===== config.mk =====
export PLATFORM = sky130hd
export DESIGN_NAME = pe_mem_arbiter
export DESIGN_NICKNAME = d
export VERILOG_FILES = /design/src/rtl/pe_mem_arbiter.sv
export SDC_FILE = /design/constraint.sdc
export NUM_CORES = 1
export LEC_CHECK = 0
export CAP_MARGIN = 0
export CELL_PAD_IN_SITES_DETAIL_PLACEMENT = 0
export CELL_PAD_IN_SITES_GLOBAL_PLACEMENT = 1
export CORE_AREA = 2 2 161 163
export DETAILED_ROUTE_END_ITERATION = 12
export DIE_AREA = 0 0 163 165
export PLACE_DENSITY_LB_ADDON = 0.3
export SLEW_MARGIN = 10
export SYNTH_ARGS = -nofsm -noshare
export SYNTH_HDL_FRONTEND = slang
export SYNTH_SLANG_ARGS = --single-unit

===== constraint.sdc =====
create_clock -name clk -period 8.8 [get_ports clk]
set_clock_uncertainty 0.05 [all_clocks]
set_input_delay 1.76 -clock clk [delete_from_list [all_inputs] [get_ports clk]]
set_output_delay 1.76 -clock clk [all_outputs]
set_load 0.05 [all_outputs]

===== src/rtl/pe_mem_arbiter.sv =====
// Round-robin arbiter that shares one memory bus port among NUM_PE processing elements.
// One transaction at a time: IDLE (select) -> BUSY (wait for bus_ack or timeout) -> RESP (pulse ack).
module pe_mem_arbiter #(
    parameter int NUM_PE  = 4,
    parameter int ADDR_W  = 32,
    parameter int DATA_W  = 32,
    parameter int TIMEOUT = 255,
    localparam int IDW    = (NUM_PE > 1) ? $clog2(NUM_PE) : 1
) (
    input  logic                     clk,
    input  logic                     reset,
    input  logic [NUM_PE-1:0]        pe_mem_read,
    input  logic [NUM_PE-1:0]        pe_mem_write,
    input  logic [NUM_PE*ADDR_W-1:0] pe_mem_address,
    input  logic [NUM_PE*DATA_W-1:0] pe_wdata,
    output logic [NUM_PE-1:0]        pe_mem_ack,
    output logic [NUM_PE-1:0]        pe_data_ready,
    output logic [NUM_PE-1:0]        pe_err,
    output logic [DATA_W-1:0]        pe_rdata,
    output logic                     bus_read,
    output logic                     bus_write,
    output logic [ADDR_W-1:0]        bus_address,
    output logic [DATA_W-1:0]        bus_wdata,
    input  logic                     bus_ack,
    input  logic [DATA_W-1:0]        bus_rdata,
    output logic [IDW-1:0]           grant_id,
    output logic                     busy
);

    typedef enum logic [1:0] {
        S_IDLE = 2'd0,
        S_BUSY = 2'd1,
        S_RESP = 2'd2
    } state_t;

    localparam int               CNT_W    = 16;
    localparam logic [CNT_W-1:0] CNT_LAST = CNT_W'(TIMEOUT - 1);
    localparam logic [IDW:0]     NUM_PE_X = (IDW+1)'(NUM_PE);
    localparam logic [IDW-1:0]   LAST_ID  = IDW'(NUM_PE - 1);

    state_t              r_state;
    logic [IDW-1:0]      r_rr_ptr;
    logic [IDW-1:0]      r_grant;
    logic                r_is_write;
    logic [CNT_W-1:0]    r_cnt;
    logic                r_bus_read;
    logic                r_bus_write;
    logic [ADDR_W-1:0]   r_bus_address;
    logic [DATA_W-1:0]   r_bus_wdata;
    logic [NUM_PE-1:0]   r_pe_mem_ack;
    logic [NUM_PE-1:0]   r_pe_data_ready;
    logic [NUM_PE-1:0]   r_pe_err;
    logic [DATA_W-1:0]   r_pe_rdata;
    logic                r_busy;

    logic [NUM_PE-1:0]   w_req;
    logic [NUM_PE-1:0]   w_grant_oh;
    logic                w_found;
    logic [IDW-1:0]      w_sel;
    logic [ADDR_W-1:0]   w_sel_addr;
    logic [DATA_W-1:0]   w_sel_wdata;

    generate
        for (genvar gi = 0; gi < NUM_PE; gi++) begin : g_pe
            assign w_req[gi]      = pe_mem_read[gi] | pe_mem_write[gi];
            assign w_grant_oh[gi] = (r_grant == IDW'(gi));
        end
    endgenerate

    // First requester at or after r_rr_ptr, wrapping; the last-served PE ends up searched last.
    always_comb begin : rr_search
        logic [IDW:0] v_idx;
        w_found = 1'b0;
        w_sel   = '0;
        v_idx   = '0;
        for (int k = 0; k < NUM_PE; k++) begin
            v_idx = {1'b0, r_rr_ptr} + (IDW+1)'(k);
            if (v_idx >= NUM_PE_X) begin
                v_idx = v_idx - NUM_PE_X;
            end
            if (!w_found && w_req[v_idx[IDW-1:0]]) begin
                w_found = 1'b1;
                w_sel   = v_idx[IDW-1:0];
            end
        end
    end

    assign w_sel_addr  = pe_mem_address[w_sel*ADDR_W +: ADDR_W];
    assign w_sel_wdata = pe_wdata[w_sel*DATA_W +: DATA_W];

    always_ff @(posedge clk or posedge reset) begin
        if (reset) begin
            r_state         <= S_IDLE;
            r_rr_ptr        <= '0;
            r_grant         <= '0;
            r_is_write      <= 1'b0;
            r_cnt           <= '0;
            r_bus_read      <= 1'b0;
            r_bus_write     <= 1'b0;
            r_bus_address   <= '0;
            r_bus_wdata     <= '0;
            r_pe_mem_ack    <= '0;
            r_pe_data_ready <= '0;
            r_pe_err        <= '0;
            r_pe_rdata      <= '0;
            r_busy          <= 1'b0;
        end else begin
            case (r_state)
                S_IDLE: begin
                    if (w_found) begin
                        // A PE raising both read and write is served as a write.
                        r_grant       <= w_sel;
                        r_is_write    <= pe_mem_write[w_sel];
                        r_bus_read    <= ~pe_mem_write[w_sel];
                        r_bus_write   <= pe_mem_write[w_sel];
                        r_bus_address <= w_sel_addr;
                        r_bus_wdata   <= w_sel_wdata;
                        r_cnt         <= '0;
                        r_busy        <= 1'b1;
                        r_state       <= S_BUSY;
                    end
                end
                S_BUSY: begin
                    r_cnt <= r_cnt + 1'b1;
                    if (bus_ack) begin
                        r_bus_read   <= 1'b0;
                        r_bus_write  <= 1'b0;
                        r_pe_mem_ack <= w_grant_oh;
                        if (!r_is_write) begin
                            r_pe_data_ready <= w_grant_oh;
                            r_pe_rdata      <= bus_rdata;
                        end
                        r_state <= S_RESP;
                    end else if (r_cnt == CNT_LAST) begin
                        r_bus_read   <= 1'b0;
                        r_bus_write  <= 1'b0;
                        r_pe_mem_ack <= w_grant_oh;
                        r_pe_err     <= w_grant_oh;
                        r_state      <= S_RESP;
                    end
                end
                S_RESP: begin
                    r_pe_mem_ack    <= '0;
                    r_pe_data_ready <= '0;
                    r_pe_err        <= '0;
                    r_rr_ptr        <= (r_grant == LAST_ID) ? '0 : r_grant + 1'b1;
                    r_cnt           <= '0;
                    r_busy          <= 1'b0;
                    r_state         <= S_IDLE;
                end
                default: r_state <= S_IDLE;
            endcase
        end
    end

    assign pe_mem_ack    = r_pe_mem_ack;
    assign pe_data_ready = r_pe_data_ready;
    assign pe_err        = r_pe_err;
    assign pe_rdata      = r_pe_rdata;
    assign bus_read      = r_bus_read;
    assign bus_write     = r_bus_write;
    assign bus_address   = r_bus_address;
    assign bus_wdata     = r_bus_wdata;
    assign grant_id      = r_grant;
    assign busy          = r_busy;

endmodule


==> flow_summary.json <==
{
  "crit_arrival_ns": 4.57,
  "crit_path_end_kind": "flop",
  "cts_hold_buf": 0,
  "final_util": 0.488,
  "syn_area_per_cell_um2": 10.9,
  "rsz0062_at_grt": "false",
  "start_util": 0.290,
  "synth-seq-cells": 134,
  "nNetsFinal": 1371,
  "outcome": "complete, no violations",
  "p_leak_nw": 5.13,
  "reg2regPathDepth": 6,
  "die-height_um": 165,
  "yosysWarnings": 0,
  "tritoncts": "built",
  "dr.first_iter.drc_count": 445,
  "drive_above_1_share": 0.131,
  "post_cts_resized": 0,
  "synthCells": 669,
  "numClockSinks": 134,
  "fp-row-count": 58,
  "avgRoutedWirePerCell_um": 19.1,
  "insertion_delay_ns": 0.42,
  "vias_per_cell": 4.82,
  "async_flop_share": 1.00,
  "cts_buffers": 17,
  "pre_cts_slack_ns": 4.01,
  "wirelength_um": 26900,
  "drv_slew": 0,
  "cts.reportedPaths.clkPinSlew_ns": 0.06,
  "critPathKind": "in2reg",
  "syn_nets": 979,
  "syn2layout_area_growth_pct": 68.3,
  "required_ns": 9.00,
  "ctsHtreeMaxLevel": 4,
  "max_slew_margin": 0.287,
  "ys.flop_type": "dfrtp_1",
  "synth-xor-area-share": 0.0121,
  "drtPass1Iterations": 4,
  "hold_violations": 0,
  "fmax_mhz": 229,
  "synthDistinctLibCells": 46,
  "synth-compound-area-share": 0.135,
  "ant_nets": 0,
  "grt_pass1_vias": 7031,
  "dp_hpwl_um": 19800,
  "final.setup.worst_slack_ns": 4.43,
  "antenna_found_initial": 8,
  "period_needed_ns": 4.37,
  "synth_edf_count": 0,
  "setup_viol": 0,
  "clockBufferDepth": 2,
  "synthAdderAreaFrac": 0.0189,
  "timing.final.crit_share": 0.496,
  "synth_top_family_by_area": "multiplexers",
  "grt.total_usage": 0.197,
  "io_buffer_count": 411,
  "overflow": 0,
  "ys_seq_area_frac": 0.461,
  "syn_area_mm2": 0.00727,
  "clock-root-buffer": "clkbuf_16",
  "ir_drop_uv": 198,
  "hold_class": "reg2reg",
  "dieArea_mm2": 0.0269,
  "path_max_fanout": 47,
  "setup-tns-final_ns": 0,
  "core_area_mm2": 0.0250,
  "power_density_mw_per_mm2": 379,
  "hold_depth": 2,
  "grt_pass1_wl_um": 40200,
  "post_cts_buffers": 0,
  "die_w_um": 163,
  "vias": 6795,
  "place_congestion": 0.803,
  "synthMuxAreaShare": 0.217,
  "worst_slew_pin_slew_ns": 1.07,
  "route.detailed.drc": 0,
  "maxCapViolCount": 0,
  "num_io_pins": 412,
  "grt_start_max_net_pins": 80,
  "synth_simple_gate_area_frac": 0.114,
  "start_kind": "primary input"
}
-- per-layer routing --
metal  global-route usage  vias up  part of all wire
li1                     -     3245                 -
met1                0.224     3258              0.39
met2                0.338      259              0.51
met3               0.0701       33             0.084
met4               0.0756        0             0.021
met5                    0        -                 0
-- stage by stage --
step / cells / area, um^2 / hold WS [ns] / power, mW
global route: 1410 / 12200 / 0.451 / 4.90
CTS: 1404 / 12200 / 0.439 / 4.69
finish: 1411 / 12200 / 0.438 / 4.64
detailed placement: 1372 / 11600 / 0.423 / 3.94
global placement: 1372 / 11600 / 0.422 / 3.92
floorplan: 669 / 7270 / 0.421 / 3.00
-- cell usage after synthesis (2+ instances only) --
cell,number,area share
inv_1,9,0.0046
a31oi_1,33,0.028
nor4_1,2,0.0017
o22ai_1,19,0.016
nand2_1,117,0.060
o21ai_0,16,0.011
mux2_1,6,0.0093
nand4_1,6,0.0052
nor2b_1,6,0.0052
and2_1,3,0.0026
clkbuf_1,22,0.011
mux2_4,16,0.033
o221ai_1,31,0.037
nor3_1,7,0.0048
ha_1,11,0.019
and3_1,3,0.0026
o22ai_2,16,0.028
mux2i_1,63,0.087
a21oi_1,7,0.0048
nor3b_1,3,0.0031
nor2_1,19,0.0098
or2_2,4,0.0034
buf_6,9,0.014
buf_1,6,0.0031
mux2_2,57,0.088
nand3_1,8,0.0055
xor2_1,9,0.011
nor3_2,2,0.0028
buf_2,8,0.0055
dfrtp_1,134,0.46
nand2b_1,2,0.0017
-- where the power goes --
group          internal, mW  total (mW)  switching [mW]
sequential            0.894        1.06           0.161
combinational          1.08        2.85            1.77
clock                 0.426       0.735           0.308
total                  2.40        4.64            2.23
-- critical path, stage by stage --
cell	delay, ns
clkdlybuf4s50_1	0.53
nor2_1	0.11
a211oi_2	0.39
or3_4	0.56
buf_4	0.73
mux2i_1	0.27
o221ai_1	0.14
-- layout by cell type (no fill, tap or decap), types with 3 or more instances in the layout --
master / netlist / routed
diode_2: 0 / 7
nand3_1: 8 / 8
nand2_1: 117 / 117
mux2_2: 57 / 57
a21oi_1: 7 / 7
ha_1: 11 / 11
or2_2: 4 / 4
clkinvlp_4: 0 / 4
nor3b_1: 3 / 3
nor2_1: 19 / 19
inv_6: 0 / 6
o21ai_0: 16 / 16
and3_1: 3 / 3
nor2b_1: 6 / 6
mux2i_1: 63 / 63
nor3_2: 2 / 3
buf_4: 0 / 8
a31oi_1: 33 / 33
nand4_1: 6 / 6
mux2_1: 6 / 6
xor2_1: 9 / 9
mux2_4: 16 / 16
clkbuf_16: 0 / 17
dfrtp_1: 134 / 134
o22ai_1: 19 / 19
inv_1: 9 / 8
o22ai_2: 16 / 16
o221ai_1: 31 / 31
clkdlybuf4s50_1: 0 / 411
nor3_1: 7 / 6
-- flip-flops by register name (all words and copies together) (netlist names) --
| signal | count |
|---|---|
| bus_read | 1 |
| pe_err | 4 |
| bus_write | 1 |
| pe_mem_ack | 4 |
| pe_data_ready | 4 |
| bus_wdata | 32 |
| grant_id | 2 |
| bus_address | 32 |
| busy | 1 |
| pe_rdata | 32 |
| r_cnt | 16 |
| r_rr_ptr | 2 |
| r_is_write | 1 |
| r_state | 2 |
-- layout make-up --
cell class | instances | area [um^2]
Antenna cell | 7 | 17.5
Timing Repair Buffer | 419 | 4170
Sequential cell | 134 | 3350
Multi-Input combinational cell | 480 | 3640
Inverter | 9 | 38.8
Tap cell | 330 | 413
Clock buffer | 18 | 429
Clock inverter | 14 | 165
Fill cell | 2345 | 12800
-- final timing paths --
kind,start,slack [ns],endpoint
worst max-delay path,pe_mem_write[2],4.43,bus_address[8]$_DFFE_PP0P_
min in group asynchronous,reset,1.81,pe_rdata[4]$_DFFE_PP0P_
worst min register to register,bus_wdata[23]$_DFFE_PP0P_,0.44,bus_wdata[23]$_DFFE_PP0P_
worst min-delay path,bus_wdata[23]$_DFFE_PP0P_,0.44,bus_wdata[23]$_DFFE_PP0P_
worst max register to register,r_rr_ptr[1]$_DFFE_PP0P_,5.84,bus_address[8]$_DFFE_PP0P_
max in group asynchronous,reset,5.60,pe_rdata[3]$_DFFE_PP0P_
-- cell families after synthesis --
kind of cell	Yosys count
xor gates and xnor gates	10
adders and majority gates	11
and+or+nand+nor	187
buffers and inverters	55
AOI/OAI and AO/OA	130
muxes	142
DFF	134
(Power assumes the default switching activity.)
